`config.mk`:
```
export PLATFORM = sky130hd
export DESIGN_NAME = snd_out_stage
export DESIGN_NICKNAME = d
export VERILOG_FILES = /design/src/rtl/snd_out_pkg.sv /design/src/rtl/snd_out_stage.sv
export SDC_FILE = /design/constraint.sdc
export NUM_CORES = 1
export LEC_CHECK = 0
export BUFFER_PORTS_ARGS = -buffer_cell sky130_fd_sc_hd__buf_2
export CORE_MARGIN = 10
export CORE_UTILIZATION = 55
export DETAILED_ROUTE_END_ITERATION = 10
export PLACE_DENSITY = 0.74
export SLEW_MARGIN = 40
export SYNTH_ARGS = -nofsm -noshare
export SYNTH_HDL_FRONTEND = slang
export SYNTH_SLANG_ARGS = --single-unit
export TNS_END_PERCENT = 30
```
`constraint.sdc`:
```
create_clock -name clk_sys -period 6.4 [get_ports clk_sys]
set_input_delay 0.64 -clock clk_sys [delete_from_list [all_inputs] [get_ports clk_sys]]
set_output_delay 0.64 -clock clk_sys [all_outputs]
set_load 0.01 [all_outputs]
```
`src/rtl/snd_out_pkg.sv`:
```
// Shared types, widths and the 16-bit saturation helper for the sound output stage.
// Imported by snd_out_stage; holds no logic of its own.
package snd_out_pkg;

    localparam int DECIM_DEF    = 73;
    localparam int RECIP_DEF    = 898;
    localparam int DC_SHIFT_DEF = 10;
    localparam int ACC_W        = 24;
    localparam int YF_W         = 32;
    localparam int WIDE_W       = 48;

    localparam logic signed [WIDE_W-1:0] S16_MAX = 48'sd32767;
    localparam logic signed [WIDE_W-1:0] S16_MIN = -48'sd32768;

    typedef enum logic [1:0] {
        IDLE = 2'd0,
        AVG  = 2'd1,
        DCB  = 2'd2,
        GAIN = 2'd3
    } state_t;

    typedef struct packed {
        logic signed [15:0] value;
        logic               clipped;
    } sat_t;

    function automatic sat_t sat16(input logic signed [WIDE_W-1:0] v);
        sat_t r;
        if (v > S16_MAX) begin
            r.value   = 16'sh7fff;
            r.clipped = 1'b1;
        end else if (v < S16_MIN) begin
            r.value   = 16'sh8000;
            r.clipped = 1'b1;
        end else begin
            r.value   = v[15:0];
            r.clipped = 1'b0;
        end
        return r;
    endfunction

endpackage

```
`src/rtl/snd_out_stage.sv`:
```
// Sound output stage: boxcar decimation, DC-blocking high-pass, master gain/mute with
// saturation. One output sample per decimated block, three cycles after the block completes.
module snd_out_stage
    import snd_out_pkg::*;
#(
    parameter int DECIM    = DECIM_DEF,
    parameter int RECIP    = RECIP_DEF,
    parameter int DC_SHIFT = DC_SHIFT_DEF
) (
    input  logic               clk_sys,
    input  logic               reset,
    input  logic               ce_in,
    input  logic signed [15:0] sample_in,
    input  logic        [7:0]  gain,
    input  logic               mute,
    output logic signed [15:0] sample_out,
    output logic               sample_valid,
    output logic               clip
);

    localparam logic [7:0]  CNT_LAST = 8'(DECIM - 1);
    localparam logic [16:0] RECIP_U  = 17'(RECIP);
    localparam logic signed [WIDE_W-1:0] YF_MAX =
        WIDE_W'((longint'(1) <<< (16 + DC_SHIFT)) - longint'(1));
    localparam logic signed [WIDE_W-1:0] YF_MIN = -YF_MAX;

    logic signed [ACC_W-1:0]  r_acc;
    logic        [7:0]        r_cnt;
    logic signed [ACC_W-1:0]  r_hold;
    state_t                   r_state;
    logic signed [15:0]       r_x;
    logic signed [15:0]       r_x1;
    logic signed [YF_W-1:0]   r_yf;
    logic signed [15:0]       r_d;

    logic signed [ACC_W-1:0]  w_acc_next;
    logic                     w_block_done;
    logic signed [WIDE_W-1:0] w_avg_prod;
    sat_t                     w_avg_sat;
    logic signed [WIDE_W-1:0] w_diff;
    logic signed [WIDE_W-1:0] w_yf_ext;
    logic signed [WIDE_W-1:0] w_yf_calc;
    logic signed [WIDE_W-1:0] w_yf_sat;
    logic                     w_yf_clip;
    sat_t                     w_d_sat;
    logic signed [WIDE_W-1:0] w_gain_prod;
    sat_t                     w_gain_sat;

    assign w_acc_next   = r_acc + ACC_W'(sample_in);
    assign w_block_done = ce_in && (r_cnt == CNT_LAST);

    // NOTE: sequential state uses <= only so every block sees pre-edge values.
    always_ff @(posedge clk_sys or posedge reset) begin
        if (reset) begin
            r_acc  <= '0;
            r_cnt  <= '0;
            r_hold <= '0;
        end else if (ce_in) begin
            if (w_block_done) begin
                r_hold <= w_acc_next;
                r_acc  <= '0;
                r_cnt  <= '0;
            end else begin
                r_acc  <= w_acc_next;
                r_cnt  <= r_cnt + 8'd1;
            end
        end
    end

    assign w_avg_prod = WIDE_W'(r_hold) * $signed(WIDE_W'(RECIP_U));
    assign w_avg_sat  = sat16(w_avg_prod >>> 16);

    assign w_diff    = WIDE_W'(r_x) - WIDE_W'(r_x1);
    assign w_yf_ext  = WIDE_W'(r_yf);
    assign w_yf_calc = (w_diff <<< DC_SHIFT) + w_yf_ext - (w_yf_ext >>> DC_SHIFT);

    // NOTE: every always_comb output gets a default first, so no latch can be inferred.
    always_comb begin
        w_yf_sat  = w_yf_calc;
        w_yf_clip = 1'b0;
        if (w_yf_calc > YF_MAX) begin
            w_yf_sat  = YF_MAX;
            w_yf_clip = 1'b1;
        end else if (w_yf_calc < YF_MIN) begin
            w_yf_sat  = YF_MIN;
            w_yf_clip = 1'b1;
        end
    end

    assign w_d_sat     = sat16(w_yf_sat >>> DC_SHIFT);
    assign w_gain_prod = WIDE_W'(r_d) * $signed(WIDE_W'({1'b0, gain}));
    assign w_gain_sat  = sat16(w_gain_prod >>> 7);

    // A block completing outside IDLE restarts AVG on the freshly captured hold value.
    always_ff @(posedge clk_sys or posedge reset) begin
        if (reset) begin
            r_state      <= IDLE;
            r_x          <= '0;
            r_x1         <= '0;
            r_yf         <= '0;
            r_d          <= '0;
            sample_out   <= '0;
            sample_valid <= 1'b0;
            clip         <= 1'b0;
        end else begin
            sample_valid <= 1'b0;
            unique case (r_state)
                IDLE: r_state <= IDLE;
                AVG: begin
                    r_x     <= w_avg_sat.value;
                    r_state <= DCB;
                    if (w_avg_sat.clipped) clip <= 1'b1;
                end
                DCB: begin
                    r_yf    <= w_yf_sat[YF_W-1:0];
                    r_x1    <= r_x;
                    r_d     <= w_d_sat.value;
                    r_state <= GAIN;
                    if (w_yf_clip || w_d_sat.clipped) clip <= 1'b1;
                end
                GAIN: begin
                    sample_out   <= mute ? 16'sd0 : w_gain_sat.value;
                    sample_valid <= 1'b1;
                    r_state      <= IDLE;
                    if (!mute && w_gain_sat.clipped) clip <= 1'b1;
                end
                default: r_state <= IDLE;
            endcase
            if (w_block_done) r_state <= AVG;
        end
    end

endmodule

```
==> results of run 1 <==
-- final timing paths --
kind / from / end / slack [ps]
max: r_x1[1]$_DFFE_PP0P_ / r_d[4]$_DFFE_PP0P_ / 190
min: reset / sample_out[15]$_DFFE_PP0P_ / 310
max reg2reg: r_x1[1]$_DFFE_PP0P_ / r_d[4]$_DFFE_PP0P_ / 190
min reg2reg: r_yf[12]$_DFFE_PP0P_ / r_yf[12]$_DFFE_PP0P_ / 480
max in group asynchronous: reset / r_d[4]$_DFFE_PP0P_ / 4910
min in group clk_sys: r_yf[12]$_DFFE_PP0P_ / r_yf[12]$_DFFE_PP0P_ / 480
-- placed cells by master, fill, tap and decap left out, drive strengths merged, types with 10 or more instances in the layout --
cell     synthesis  routed
nand2          166     166
xnor2           55      55
nor2b           21      21
a211oi          14      14
o31ai           10      10
and3            10      10
clkbuf          59      19
a21o            24      24
o22a            16      16
a31oi           20      20
nand4           10      10
o2bb2ai         21      21
fa             169     169
a21oi          127     127
nor3            40      40
and2            82      82
nor2            81      81
dfrtp          156     156
ha             234     234
xor2            47      47
nand2b          24      24
o21ai           91      91
nand3           30      30
buf              8      94
inv            463     473
o21a            36      36
o211ai          38      38
-- layer usage --
layer,vias up,share of wire [%],GRT usage [%]
met4,0,2.5,7.06
met2,229,51,38.1
met5,-,0,0
met3,68,3.0,3.16
met1,7233,43,24.2
li1,7258,-,-
-- worst max-delay path: cells and delay by family, from the launching register on --
kind / cells / cell delay, ps
compound gates: 13 / 2500
fa+ha+maj: 4 / 1300
simple gates: 7 / 1060
buf+inv: 5 / 610
flops: 1 / 400
xor+xnor: 2 / 230
-- synth_stat cells (all sizes together), types with 4 or more instances --
cell	n	area share (%)
o2bb2ai	21	0.97
and4	4	0.19
o211ai	38	1.5
o22a	16	0.74
buf	8	0.24
and3	10	0.33
o21bai	8	0.32
or3	9	0.30
clkbuf	59	1.2
a211o	6	0.28
nand4b	4	0.19
nand3b	5	0.20
nand2b	24	0.80
or2	6	0.20
mux2	5	0.30
o31ai	10	0.40
dfrtp	156	21
a311oi	4	0.19
o21a	36	1.4
nor3	40	1.1
a311o	5	0.27
nor2	81	1.6
o22ai	8	0.30
a211oi	14	0.58
nand3	30	0.82
and2	82	2.7
inv	463	9.2
a21oi	127	3.4
ha	234	16
a21boi	9	0.38
nand2	166	3.3
nor2b	21	0.70
o2111ai	4	0.19
a21o	24	0.95
a31oi	20	0.66
o21ai	91	2.4
nor4	5	0.17
xor2	47	2.2
xnor2	55	2.6
mux2i	5	0.27
fa	169	18
nand4	10	0.33
-- state kept, by name (all words and copies together) (netlist names) --
name / count
clip: 1
r_d: 16
r_hold: 24
r_cnt: 8
r_x1: 16
r_yf: 32
r_state: 2
sample_valid: 1
r_acc: 24
r_x: 16
sample_out: 16
-- logic make-up after synthesis --
kind of cell | Yosys count | synth area share [%]
flops | 156 | 20.7
compound gates | 472 | 16.6
simple gates | 507 | 13.4
buf+inv | 530 | 10.6
mux | 10 | 0.563
fa+ha+maj | 403 | 33.4
xor+xnor | 102 | 4.73
-- final cells by class --
type | count | area share, %
multi-input cells | 1494 | 63.9
flip-flops and latches | 156 | 18.9
inverters | 463 | 8.45
repair buffers | 96 | 3.22
well taps | 448 | 2.72
clock buffers | 17 | 2.06
clock inverters | 15 | 0.776
-- metrics by stage --
step	TNS, ps	std cells
finish	0	2689
detailed placement	-5620	2648
floorplan	0	2180
global placement	0	2648
global route	-743	2689
CTS	0	2681
-- repair_timing --
action / in CTS / in global routing
gates cloned: 0 / 1
gates resized for setup: 3 / 40
buffers inserted: 1 / 7
hold endpoints to repair: 0 / 0
pin swaps: 0 / 32
setup endpoints to repair: 40 / 48
==> out/results.ini, run 1 <==
[synthesis]
synth_seq_cells = 156
synth_edf_count = 0
async_flop_share_pct = 100
syn_area_per_cell_um2 = 8.66
ys_seq_area_share_pct = 20.7
yosys.cell_types.count = 77
ys.warnings.count = 0
netlist_instances = 2180
synth_flop_cell = dfrtp_1
synth_nets = 2611
syn_area_mm2 = 0.0189

[critical_path]
end_kind = register
crit_path_top_delay_cell = fa_1
crit_type = reg -> reg
cp_max_fo = 7
cpPeakStageDelay_ps = 560
cp.required_ps = 6750
worstSetupStartpointType = register
cpMostUsedCell = ha_4
r2r_cells = 31
cp.arrival_ps = 6560

[final_layout]
fin_util_pct = 61.2
multi_input_comb_area_mm2 = 0.0132
stdcell_area_mm2 = 0.0206
nets = 2659
area_delta_synth_final_pct = 9.30
regArea_mm2 = 0.00390
antenna_cells = 0
fillers = 2896
drive_above_1_share_pct = 8.17

[grt]
grt_max_degree = 81
grt_pass1_wl_mm = 72.4
grt_overflow = 0
antenna_found_initial = 0
grt_pass1_vias = 15600
grtUsageTotal_pct = 20.8

[clock_tree]
clock_path_buffers = 2
cts_tree = built
root_buffer = clkbuf_16
numCtsBuffers = 17
h-tree-depth = 4
cts_hold_buf = 0
clock_latency_ps = 460
clock-sinks = 156
clk_pin_slew_ps = 70

[outcome]
status = finished clean

[die]
fp.dieW_um = 205
row_count = 67
coreArea_mm2 = 0.0337
pin_count = 46
die_area_mm2 = 0.0421
initial_utilization_pct = 56.0
die_y_um = 205

[timing]
relSlewSlack_pct = 45.2
skew_ps = 10.3
fin_ws_ps = 186
fmax_mhz = 161
period_minus_slack_ps = 6210
period_share_pct = 97.1
setup_viol = 0
finalHoldViolations = 0
worst_hold_slack_ps = 313
max_slew.worst_pin.slew_ps = 820
slew_viol_final = 0

[place]
dp_slack_ps = -184
dp_hpwl_mm = 33.5
place_area_mm2 = 0.0197
gp_congestion = 0.938
io_buffers = 45

[min_path]
min_path_type = in -> async

[detailed_routing]
route.detailed.drc = 0
wirelength_mm = 42.2
ant_nets = 0
firstDrtPassIters = 5
drt-initial-drc-count = 787
wl_per_cell_um = 15.7
vias = 14800
viasPerCell = 5.50

[run]
cap_violations = 0

Power of run 1 is left out: the tool's default activity adds up to more than one toggle a clock period on the data nets, which glitch-free logic cannot reach.
==> inputs of run 2 (changes only) <==
--- a/config.mk
+++ b/config.mk
@@ -8,7 +8,6 @@
 export BUFFER_PORTS_ARGS = -buffer_cell sky130_fd_sc_hd__buf_2
 export CORE_MARGIN = 10
-export CORE_UTILIZATION = 55
+export CORE_UTILIZATION = 35
 export DETAILED_ROUTE_END_ITERATION = 10
-export PLACE_DENSITY = 0.74
 export SLEW_MARGIN = 40
 export SYNTH_ARGS = -nofsm -noshare
==> constraint.sdc (replaced) <==
create_clock -name clk_sys -period 6.4 [get_ports clk_sys]
set_input_delay 1.28 -clock clk_sys [delete_from_list [all_inputs] [get_ports clk_sys]]
set_output_delay 1.28 -clock clk_sys [all_outputs]
set_load 0.01 [all_outputs]
==> run 2 against run 1 <==
Register-to-register slack gained 140 ps. Worst setup slack gained 140 ps. Critical path type unchanged. Clock skew grew 1.9 ps. Largest cell class unchanged. Fmax grew 2.2%. Sequential share of layout area shrank 0.32 points. Routed wire length grew 3.4%.
==> out/results.ini, run 2 (synthesized netlist as in run 1, its figures left out) <==
[critical_path]
rrSetupSlack_ps = 320
cpPeakStageDelay_ps = 470
cp_max_fo = 7
r2r_cells = 27
end_kind = register
crit_family = compound AO/OA/AOI/OAI gates
crit_path_top_delay_cell = fa_1
r2r_end = r_d[13]$_DFFE_PP0P_
cp.required_ps = 6740
r2r-start = r_x1[1]$_DFFE_PP0P_
crit_type = reg -> reg
cp-startpoint = r_x1[1]$_DFFE_PP0P_
crit_buf_inv = 3
worstSetupStartpointType = register
cp.arrival_ps = 6420

[detailed_routing]
wl_per_cell_um = 14.8
firstDrtPassIters = 5
wirelength_mm = 43.7
ant_nets = 0
route.detailed.drc = 0
drt-initial-drc-count = 657
vias = 14800
viasPerCell = 5.02

[timing]
fmax_mhz = 165
slew_viol_final = 0
period_share_pct = 95.0
skew_ps = 12.2
fin_ws_ps = 323
setup_tns_ps = 0
period_minus_slack_ps = 6080
finalHoldViolations = 0
max_slew.worst_pin.slew_ps = 819
setup_viol = 0
relSlewSlack_pct = 45.3

[clock_tree]
clk_pin_slew_ps = 70
clock_path_buffers = 2
h-tree-depth = 4
cts_hold_buf = 0
root_buffer = clkbuf_16
numCtsBuffers = 17
clock_latency_ps = 460
cts_tree = built
clock-sinks = 156

[final_layout]
fillers = 5409
area_delta_synth_final_pct = 11.2
antenna_cells = 0
top_register = r_yf
fin_util_pct = 39.2
layout_common_cells = 461 x inv_1, 230 x ha_1, 169 x fa_1, 166 x nand2_1, 156 x dfrtp_1
fin_cells = 2942
drive_above_1_share_pct = 8.19
largest_registers = r_yf x32, r_acc x24, r_hold x24
final_common_cell = inv_1
largest_reg_flops = 32
nets = 2664

[min_path]
min_delay_worst_endpoint = r_yf[16]$_DFFE_PP0P_
hold_path.startpoint = r_yf[16]$_DFFE_PP0P_
min_path_type = reg -> reg
hold_depth = 1

[die]
coreArea_mm2 = 0.0536
initial_utilization_pct = 35.2
die_area_mm2 = 0.0636
fp.dieW_um = 252
die_y_um = 252
row_count = 85
pin_count = 46

[outcome]
status = finished clean

[place]
gp_congestion = 0.882
dp_hpwl_mm = 34.9
dp_slack_ps = -49.6
place_inst = 2905
io_buffers = 45

[grt]
grt_overflow = 0
grt_pass1_wl_mm = 73.9
grtUsageTotal_pct = 14.1
grt_pass1_vias = 14900
grt_max_degree = 102
antenna_found_initial = 0

[run]
cap_violations = 0

## run 2: worst max-delay path by stage
stage | end | cells after the start
final | r_d[13]$_DFFE_PP0P_ | 27
after global routing | r_d[13]$_DFFE_PP0P_ | 30
after CTS | r_yf[4]$_DFFE_PP0P_ | 28
after detailed placement | clip$_DFFE_PP0P_ | 28
after global placement | clip$_DFFE_PP0P_ | 28
after floorplan | sample_out[11]$_DFFE_PP0P_ | 20
## run 2: area by class of cell
| type | count | area [um^2] | area share [%] |
|---|---|---|---|
| Multi-Input combinational cell | 1494 | 13200 | 62.7 |
| Clock buffer | 21 | 450 | 2.15 |
| Clock inverter | 11 | 158 | 0.751 |
| Inverter | 463 | 1750 | 8.34 |
| Sequential cell | 156 | 3900 | 18.6 |
| Timing Repair Buffer | 101 | 696 | 3.31 |
| Tap cell | 696 | 871 | 4.15 |
## run 2: metal layers
layer	vias up	wire length, um	GRT usage (%)	share of wire [%]
li1	7281	-	-	-
met1	7266	20400	18.1	47
met4	0	740	4.09	1.7
met2	177	21700	24.3	50
met5	-	0	0	0
met3	45	907	1.91	2.1
## run 2: repair_timing
action                     CTS  global route
setup buffers                1             3
resized for setup            1            37
cloned                       0             1
setup endpoints to repair   16            48
hold endpoints to repair     0             0
pin swaps                    0            17
## run 2: worst register-to-register path, delay by kind of cell, from the launching register on
family                   cells  cell delay, ps
XOR/XNOR                     2             480
AND/OR/NAND/NOR              9            1610
flip-flops                   1             370
adder cells (fa/ha/maj)      4            1290
AO/OA/AOI/OAI                9            1830
buffers and inverters        3             370
## run 2: metrics by stage
stage	hold WS (ps)	cell area (um^2)
floorplan	446	18900
detailed placement	467	20100
global placement	460	20100
CTS	483	20800
finish	482	21000
global route	490	21000
Power of run 2 is left out for the same reason.
